--- src/rtl/register_file_pkg.sv ---
// ---------------------------------------------------------------------------
// register_file_pkg
// Purpose : Shared defaults and helpers for the multi-port register file.
//           Holds the default geometry constants and the helper that locates
//           one port's field inside a packed multi-port bus.
// Ports   : none (package)
// ---------------------------------------------------------------------------
package register_file_pkg;

  localparam int DEF_DATA_WIDTH = 8;
  localparam int DEF_ADDR_WIDTH = 3;
  localparam int DEF_READ_PORTS = 2;

  // LSB position of port `port` in a bus packing `width`-bit fields back to back.
  function automatic int slice_lsb(input int port, input int width);
    return port * width;
  endfunction

endpackage

--- src/rtl/register_file_scoreboard.sv ---
// ---------------------------------------------------------------------------
// register_file_scoreboard
// Purpose : Per-register busy flags tracking in-flight writers, the
//           single-cycle reserve/accept handshake and the busy counter.
// Ports   : clock, resetN          - clock, async active-low reset
//           regWrite, writeRegister - writeback port (releases a reservation)
//           reserve, reserveRegister- decode request to mark a register busy
//           reserveAccept          - request taken this cycle (combinational)
//           busy                   - current busy flags, one per register
//           busyCount              - number of busy registers (registered)
// ---------------------------------------------------------------------------
module register_file_scoreboard
  import register_file_pkg::*;
#(
  parameter int ADDR_WIDTH = DEF_ADDR_WIDTH,
  parameter int ZERO_REG   = 0
) (
  input  logic                        clock,
  input  logic                        resetN,
  input  logic                        regWrite,
  input  logic [ADDR_WIDTH-1:0]       writeRegister,
  input  logic                        reserve,
  input  logic [ADDR_WIDTH-1:0]       reserveRegister,
  output logic                        reserveAccept,
  output logic [(2**ADDR_WIDTH)-1:0]  busy,
  output logic [ADDR_WIDTH:0]         busyCount
);

  localparam int DEPTH = 2**ADDR_WIDTH;
  localparam logic [ADDR_WIDTH:0] ONE = {{ADDR_WIDTH{1'b0}}, 1'b1};

  logic [DEPTH-1:0]    r_busy;
  logic [ADDR_WIDTH:0] r_count;
  logic                w_same;
  logic                w_zero_rsv;
  logic                w_inc;
  logic                w_dec;

  assign w_same     = (writeRegister == reserveRegister);
  assign w_zero_rsv = (ZERO_REG != 0) && (reserveRegister == '0);

  // A busy register may be re-reserved only when its current writer retires
  // in this very cycle; ownership then passes straight to the new writer.
  assign reserveAccept = resetN && reserve && !w_zero_rsv &&
                         (!r_busy[reserveRegister] || (regWrite && w_same));

  // The counter tracks real 0->1 and 1->0 transitions of the flags, so a
  // hand-over (clear and set on one index) and writes to idle registers
  // leave it untouched.
  assign w_inc = reserveAccept && !r_busy[reserveRegister];
  assign w_dec = resetN && regWrite && r_busy[writeRegister] &&
                 !(reserveAccept && w_same);

  always_ff @(posedge clock or negedge resetN) begin
    if (!resetN) begin
      r_busy  <= '0;
      r_count <= '0;
    end else begin
      if (regWrite) begin
        r_busy[writeRegister] <= 1'b0;
      end
      // Later assignment wins: a same-index set overrides the clear.
      if (reserveAccept) begin
        r_busy[reserveRegister] <= 1'b1;
      end
      if (w_inc && !w_dec) begin
        r_count <= r_count + ONE;
      end else if (w_dec && !w_inc) begin
        r_count <= r_count - ONE;
      end
    end
  end

  assign busy      = r_busy;
  assign busyCount = r_count;

endmodule

--- src/rtl/register_file_multiport.sv ---
// ---------------------------------------------------------------------------
// register_file_multiport
// Purpose : Parameterised register file with READ_PORTS combinational read
//           ports, one write port, optional hardwired zero register,
//           optional write-to-read bypass and a busy scoreboard.
// Ports   : clock, resetN            - clock, async active-low reset
//           regWrite, writeRegister, writeData - write port
//           readRegister             - packed read indices (port p at p*ADDR_WIDTH)
//           readData                 - packed read data (port p at p*DATA_WIDTH)
//           readBusy                 - per-port: addressed register has a pending writer
//           reserve, reserveRegister - reservation request
//           reserveAccept            - reservation taken this cycle
//           busyCount                - number of busy registers
// ---------------------------------------------------------------------------
module register_file_multiport
  import register_file_pkg::*;
#(
  parameter int DATA_WIDTH = DEF_DATA_WIDTH,
  parameter int ADDR_WIDTH = DEF_ADDR_WIDTH,
  parameter int READ_PORTS = DEF_READ_PORTS,
  parameter int ZERO_REG   = 0,
  parameter int BYPASS     = 1
) (
  input  logic                             clock,
  input  logic                             resetN,
  input  logic                             regWrite,
  input  logic [ADDR_WIDTH-1:0]            writeRegister,
  input  logic [DATA_WIDTH-1:0]            writeData,
  input  logic [READ_PORTS*ADDR_WIDTH-1:0] readRegister,
  output logic [READ_PORTS*DATA_WIDTH-1:0] readData,
  output logic [READ_PORTS-1:0]            readBusy,
  input  logic                             reserve,
  input  logic [ADDR_WIDTH-1:0]            reserveRegister,
  output logic                             reserveAccept,
  output logic [ADDR_WIDTH:0]              busyCount
);

  localparam int DEPTH = 2**ADDR_WIDTH;

  logic [DATA_WIDTH-1:0] r_mem [DEPTH];
  logic [DEPTH-1:0]      w_busy;
  logic                  w_wr_en;
  logic                  w_wr_store;
  logic [ADDR_WIDTH-1:0] w_rd_idx;

  // Gating with resetN keeps the bypass path dark while reset is held, so
  // the read ports show the cleared storage immediately.
  assign w_wr_en    = resetN && regWrite;
  assign w_wr_store = w_wr_en && !((ZERO_REG != 0) && (writeRegister == '0));

  always_ff @(posedge clock or negedge resetN) begin
    if (!resetN) begin
      for (int i = 0; i < DEPTH; i++) begin
        r_mem[i] <= '0;
      end
    end else if (w_wr_store) begin
      r_mem[writeRegister] <= writeData;
    end
  end

  // A forwarded value is by definition the pending writer's result, so the
  // port reports not-busy for it.
  always_comb begin
    readData = '0;
    readBusy = '0;
    w_rd_idx = '0;
    for (int p = 0; p < READ_PORTS; p++) begin
      w_rd_idx = readRegister[slice_lsb(p, ADDR_WIDTH) +: ADDR_WIDTH];
      if ((ZERO_REG != 0) && (w_rd_idx == '0)) begin
        readData[slice_lsb(p, DATA_WIDTH) +: DATA_WIDTH] = '0;
        readBusy[p] = 1'b0;
      end else if ((BYPASS != 0) && w_wr_en && (w_rd_idx == writeRegister)) begin
        readData[slice_lsb(p, DATA_WIDTH) +: DATA_WIDTH] = writeData;
        readBusy[p] = 1'b0;
      end else begin
        readData[slice_lsb(p, DATA_WIDTH) +: DATA_WIDTH] = r_mem[w_rd_idx];
        readBusy[p] = w_busy[w_rd_idx];
      end
    end
  end

  register_file_scoreboard #(
    .ADDR_WIDTH (ADDR_WIDTH),
    .ZERO_REG   (ZERO_REG)
  ) u_scoreboard (
    .clock           (clock),
    .resetN          (resetN),
    .regWrite        (regWrite),
    .writeRegister   (writeRegister),
    .reserve         (reserve),
    .reserveRegister (reserveRegister),
    .reserveAccept   (reserveAccept),
    .busy            (w_busy),
    .busyCount       (busyCount)
  );

endmodule

--- config.mk ---
export PLATFORM = sky130hd
export DESIGN_NAME = register_file_multiport
export DESIGN_NICKNAME = d
export VERILOG_FILES = /design/src/rtl/register_file_pkg.sv /design/src/rtl/register_file_scoreboard.sv /design/src/rtl/register_file_multiport.sv
export SDC_FILE = /design/constraint.sdc
export NUM_CORES = 1
export LEC_CHECK = 0
export ABC_CLOCK_PERIOD_IN_PS = 5890
export BUFFER_PORTS_ARGS = -buffer_cell sky130_fd_sc_hd__buf_2
export CAP_MARGIN = 20
export CORE_UTILIZATION = 61
export CTS_CLUSTER_DIAMETER = 40
export CTS_CLUSTER_SIZE = 25
export DETAILED_ROUTE_END_ITERATION = 8
export GPL_TIMING_DRIVEN = 0
export MAX_ROUTING_LAYER = met4
export PLACE_DENSITY = 0.88
export SYNTH_ARGS = -nofsm -noshare
export SYNTH_HDL_FRONTEND = slang
export SYNTH_HIERARCHICAL = 1
export SYNTH_SLANG_ARGS = --single-unit
--- constraint.sdc ---
create_clock -name clock -period 5.89 [get_ports clock]
set_clock_uncertainty 0.15 [all_clocks]
set_input_delay 1.767 -clock clock [delete_from_list [all_inputs] [get_ports clock]]
set_output_delay 1.767 -clock clock [all_outputs]
set_load 0.01 [all_outputs]
==> flow_summary.yaml, run 1 <==
timing:
  rsz0062_at_grt: "no"
  max_slew_margin: 0.270
  period_minus_slack_ns: 5.64
  hold_violations: 0
  fmaxAchievable_ghz: 0.177
  finalHoldWorstSlack_ns: 0.359
  report.final.slew_viol_count: 0
  period_share: 0.957
  setup_viol: 0
  tightest_slew_ns: 1.09
critical_path:
  regToRegStartpoint: "u_scoreboard/busy[0]"
  cp.required_ns: 3.97
  slowest_delay_ns: 0.49
  cp_cell_sequence: "clkbuf_1 -> buf_2 -> mux4_2 -> mux2_2 -> mux2_2 -> buf_2"
  end_kind: "primary output"
  critPathSlowestCell: "clkbuf_1"
  path_buf_inv: 3
  crit_family: "buffers and inverters"
  cp.arrival_ns: 3.72
  startpoint: "readRegister[1]"
  cp_max_fo: 10
  startpoint_type: "input pin"
  path_class: "in -> out"
yosys:
  synth.top_cell.area_share: 0.399
  synth_common_cells: "76 x dfrtp_1, 68 x mux2_2, 30 x mux2_1"
  yosysMostFrequentCell: "dfrtp_1"
  yosys_warnings: 6
  syn_area_sq_um: 4770
  syn_inst: 327
  synth_edf_count: 0
  ys_seq_area_frac: 0.399
  avgSynthCellArea_sq_um: 14.6
  synth_nets: 355
  async_flop_share: 1.00
  synth_top_flop_cell: "dfrtp_1"
  yosys.area.top_type: "dfrtp_1"
  ys_types: 42
  synth.ff_latch_count: 76
  ys_top_cells_by_area: "dfrtp_1 40%, mux2_2 16%, mux4_2 12%"
detailed_routing:
  viasPerCell: 6.63
  wl_per_cell_um: 22.5
  first_iter_violations: 312
  routed_wl_um: 10700
  antenna_left: 0
  dr_total_vias: 3154
  drc: 0
  first_pass_iters: 4
power:
  p_sw_frac: 0.310
  p_clk_frac: 0.238
  peakVddDrop_v: 0.000160
  p_per_area_nw_per_um2: 324
  p_leak_nw: 2.26
  p_int_mw: 1.19
  p_switching_mw: 0.532
  combPwrFrac: 0.323
  power_frac_seq: 0.440
final_layout:
  design_area_sq_um: 5300
  postLayoutCoreUtil: 0.715
  nNetsFinal: 401
  layout-drive-gt1-share: 0.440
  fill_cells: 476
  syn2layout_area_growth_pct: 11.2
  diodes: 0
placement:
  io_buffers: 30
  placed_area_sq_um: 5070
  gp_congestion: 0.804
  dpl.hpwl_um: 7160
floorplanning:
  design.core.area_sq_um: 7410
  rows: 31
  die_w_um: 90.4
  initial_core_util: 0.643
  dieHeight_um: 90.4
  die_area_sq_um: 8170
  io_pins: 47
clocking:
  cts_tree: "done"
  htree_levels: 3
  cts-root-buf: "clkbuf_8"
  cts_buffer_depth: 2
  cts_made_buffers: 9
  clock_latency_ns: 0.36
  clkSinkCount: 76
  cts.clk_slew.worst_paths_ns: 0.08
outcome:
  outcome: "finished clean"
min_path:
  hold_start: "r_mem[31]"
  hp-class: "reg -> reg"
global_route:
  gr-total-overflow: 0
  grt_pass1_wl_um: 17400
  antenna_found_initial: 0
  grt_pass1_vias: 3224
  grt_max_degree: 54
  grt_usage: 0.290
run:
  max_cap_viol_count: 0
==> logic make-up after synthesis <==
logic type                 after synthesis  share of synthesized area
DFF                                     76                      0.399
and+or+nand+nor                         41                     0.0509
xor gates and xnor gates                11                     0.0202
AOI/OAI and AO/OA                       26                     0.0441
buffers and inverters                   27                     0.0344
adders and majority gates                4                     0.0121
muxes                                  142                      0.439
==> sequential cells by signal, indices dropped and copies added (netlist names) <==
signal	flops
r_mem	64
u_scoreboard/busy	8
u_scoreboard/busyCount	4
==> power by group through the flow <==
stage | Clock, mW | Sequential (mW) | Combinational [mW]
after floorplan | 0 | 0.734 | 0.415
after global placement | 0 | 0.747 | 0.529
after detailed placement | 0 | 0.765 | 0.555
after CTS | 0.412 | 0.753 | 0.559
after global routing | 0.435 | 0.774 | 0.601
final | 0.408 | 0.755 | 0.554
==> worst register-to-register path, delay by kind of cell, from the launching register on <==
kind / cells / cell delay [ns]
AOI/OAI and AO/OA: 5 / 1.32
muxes: 1 / 0.30
adders and majority gates: 2 / 0.53
DFF: 1 / 0.43
buffers and inverters: 1 / 0.13
==> layout by cell type (no fill, tap or decap), types with 2 or more instances in the layout <==
cell type  Yosys  final
dfrtp_1       76     76
mux2_2        68     68
buf_2          6     35
mux2_1        30     30
mux4_2        25     25
mux4_1        14     14
nor2_1        10     10
clkbuf_8       0     10
nand2_1        9      9
buf_1          8      8
xor2_1         8      8
o21ai_0        7      7
nand2b_1       6      6
clkbuf_1       5      5
buf_4          0      5
o31ai_1        5      5
o21ai_1        4      4
buf_6          3      3
mux2i_1        3      3
nand3_1        3      3
xnor2_1        3      3
inv_1          3      3
nor3_1         3      3
ha_1           3      3
buf_12         2      2
nor4_4         2      2
or3_1          2      2
clkinv_4       0      2
mux2_4         2      2
o31ai_2        2      2
==> per-stage QoR <==
| stage | cells | worst slack (ns) | power (mW) | setup TNS (ns) |
|---|---|---|---|---|
| 2_1_floorplan | 327 | 0.810 | 1.15 | 0 |
| 3_3_place_gp | 456 | -0.963 | 1.28 | -16.20 |
| 3_5_place_dp | 457 | -0.0922 | 1.32 | -1.00 |
| 4_1_cts | 472 | 0.00580 | 1.72 | 0 |
| 5_1_grt | 476 | 0.146 | 1.81 | 0 |
| 6_report | 476 | 0.252 | 1.72 | 0 |
==> final timing paths <==
kind | end | slack, ns | depth (start not counted)
min in group asynchronous | u_scoreboard/busy[1] | 1.18 | 1
max | readData[3] | 0.25 | 6
max reg2reg | u_scoreboard/busyCount[3] | 2.91 | 9
min reg2reg | r_mem[31] | 0.36 | 1
min | r_mem[31] | 0.36 | 1
max in group asynchronous | r_mem[56] | 3.81 | 2
==> routing by layer <==
metal,track usage,routed length (um)
met2,0.452,5380
met5,-,0
met4,0.121,208
met3,0.0337,595
met1,0.393,4510
==> layout make-up <==
type	count	area, sq um	share of cell area
Buffer	24	153	0.0288
Sequential cell	76	1900	0.359
Tap cell	99	124	0.0234
Clock buffer	10	138	0.0260
Clock inverter	5	61.3	0.0116
Inverter	3	11.3	0.00212
Timing Repair Buffer	35	210	0.0397
Multi-Input combinational cell	224	2700	0.510
==> repair_timing <==
action / CTS / global route
hold buffers: 0 / 0
gates resized for setup: 0 / 0
buffers inserted: 0 / 4
endpoints found under the setup margin: 16 / 16
pin swaps: 2 / 2
(Power assumes the default switching activity.)
==> run 2: changes to the inputs <==
- BUFFER_PORTS_ARGS: -buffer_cell sky130_fd_sc_hd__buf_2 -> default
- DONT_BUFFER_PORTS: default -> 1
- PLACE_DENSITY: 0.88 -> 0.83
- SYNTH_HIERARCHICAL: 1 -> default
==> flow_summary.yaml, run 2 <==
outcome:
  outcome: "finished clean"
clocking:
  cts_buffer_depth: 2
  cts_resized: 0
  clock_latency_ns: 0.35
  postCtsSetupBuffers: 0
  cts.clk_slew.worst_paths_ns: 0.07
  cts_tree: "done"
  clkSinkCount: 76
  htree_levels: 3
  cts_made_buffers: 9
  cts-root-buf: "clkbuf_8"
  hold_buffers: 0
critical_path:
  regToRegStartpoint: "u_scoreboard.busy[0]"
  cp.arrival_ns: 3.57
  timing.rr.end: "u_scoreboard.busyCount[3]"
  reg2regPathDepth: 10
  startpoint_type: "input pin"
  cp.required_ns: 3.97
  path_class: "in -> out"
  end_kind: "primary output"
  cp_max_fo: 10
  regToRegSetupSlack_ns: 2.83
yosys:
  yosysMostFrequentCell: "dfrtp_1"
  ys_top_cells_by_area: "dfrtp_1 40%, mux4_2 18%, mux2_2 16%"
  synth.ff_latch_count: 76
  synth_common_cells: "76 x dfrtp_1, 66 x mux2_2, 38 x mux4_2"
  synth.top_cell.area_share: 0.401
  ys_seq_area_frac: 0.401
  yosys_warnings: 0
  async_flop_share: 1.00
  avgSynthCellArea_sq_um: 13.2
  ys_types: 49
  synth_top_flop_cell: "dfrtp_1"
  yosys.area.top_type: "dfrtp_1"
  synth_edf_count: 0
  syn_inst: 359
  syn_area_sq_um: 4740
  synth_nets: 387
final_layout:
  layout_commonest_cell: "dfrtp_1"
  syn2layout_area_growth_pct: 6.86
  nNetsFinal: 398
  top_register: "r_mem"
  fill_cells: 507
  diodes: 0
  layout-drive-gt1-share: 0.432
  mostFrequentLayoutCells: "76 x dfrtp_1, 66 x mux2_2, 38 x mux4_2"
  largest_reg_flops: 64
floorplanning:
  rows: 31
  die_w_um: 90.2
  dieHeight_um: 90.2
  initial_core_util: 0.644
  io_pins: 47
  die_area_sq_um: 8130
  design.core.area_sq_um: 7370
detailed_routing:
  dr_total_vias: 3268
  viasPerCell: 6.89
  drc: 0
  first_pass_iters: 5
  wl_per_cell_um: 23.6
  antenna_left: 0
  routed_wl_um: 11200
  first_iter_violations: 274
placement:
  gp_congestion: 0.908
  io_buffers: 0
  dpl.hpwl_um: 7380
timing:
  period_minus_slack_ns: 5.49
  period_share: 0.932
  hold_violations: 0
  fmaxAchievable_ghz: 0.182
  setup_viol: 0
  tns_ns: 0
  rsz0062_at_grt: "no"
  tightest_slew_ns: 0.867
  report.final.slew_viol_count: 0
  finalHoldWorstSlack_ns: 0.385
  max_slew_margin: 0.419
global_route:
  antenna_found_initial: 0
  grt_pass1_wl_um: 17900
  grt_pass1_vias: 3408
  gr-total-overflow: 0
  grt_usage: 0.302
  grt_max_degree: 81
min_path:
  hold_start: "r_mem[0]"
  worstHoldEndpoint: "r_mem[0]"
  hp-class: "reg -> reg"
  hold_depth: 1
power:
  p_leak_nw: 2.07
  p_per_area_nw_per_um2: 328
  peakVddDrop_v: 0.000156
run:
  max_cap_viol_count: 0
run 2: area by class of cell:
cell class / instances / area (sq um) / share of cell area
clock inverters: 5 / 60.1 / 0.0118
flip-flops and latches: 76 / 1900 / 0.375
clock buffers: 11 / 141 / 0.0279
well taps: 99 / 124 / 0.0244
plain buffers: 29 / 156 / 0.0309
multi-input cells: 251 / 2670 / 0.528
inverters: 3 / 11.3 / 0.00222
run 2: through the flow:
step,util,power (mW),std cells,cell area [sq um],setup slack [ns]
5_1_grt,0.688,1.74,474,5070,0.326
6_report,0.688,1.66,474,5070,0.400
3_5_place_dp,0.660,1.25,458,4870,0.476
2_1_floorplan,-,1.14,359,4740,0.931
4_1_cts,0.688,1.66,474,5070,0.454
3_3_place_gp,0.660,1.21,458,4870,0.497
run 2: report_power, final:
part	leakage [nW]	switching, mW	internal (mW)
registers	0.935	0.119	0.650
logic	1.04	0.209	0.273
clock network	0.0999	0.202	0.209
run 2: per-layer routing:
metal	share of wire	GRT usage
met1	0.40	0.391
met2	0.51	0.469
met3	0.070	0.0541
met4	0.026	0.136
met5	0	-
run 2: cell families (layout without fill, tap and decap cells):
logic type	count (synthesis)	in the layout	synth area share
simple gates	69	69	0.0839
fa+ha+maj	4	4	0.0121
mux	125	125	0.382
flops	76	76	0.401
compound gates	42	42	0.0649
xor+xnor	11	11	0.0203
buf+inv	32	48	0.0353
run 2: worst max-delay path by stage:
stage	start	end	cells past startpoint
after floorplan	readRegister[0]	readData[0]	5
after global placement	readRegister[5]	readData[14]	6
after detailed placement	readRegister[5]	readData[14]	6
after CTS	readRegister[5]	readData[14]	6
after global routing	readRegister[5]	readData[14]	6
final	readRegister[5]	readData[14]	6
run 2: critical path, cell delays in order:
cell and delay (ns):
buf_2 0.33, xor2_1 0.16, nor4_4 0.60, buf_2 0.37
nand2_1 0.10, o21ai_0 0.23
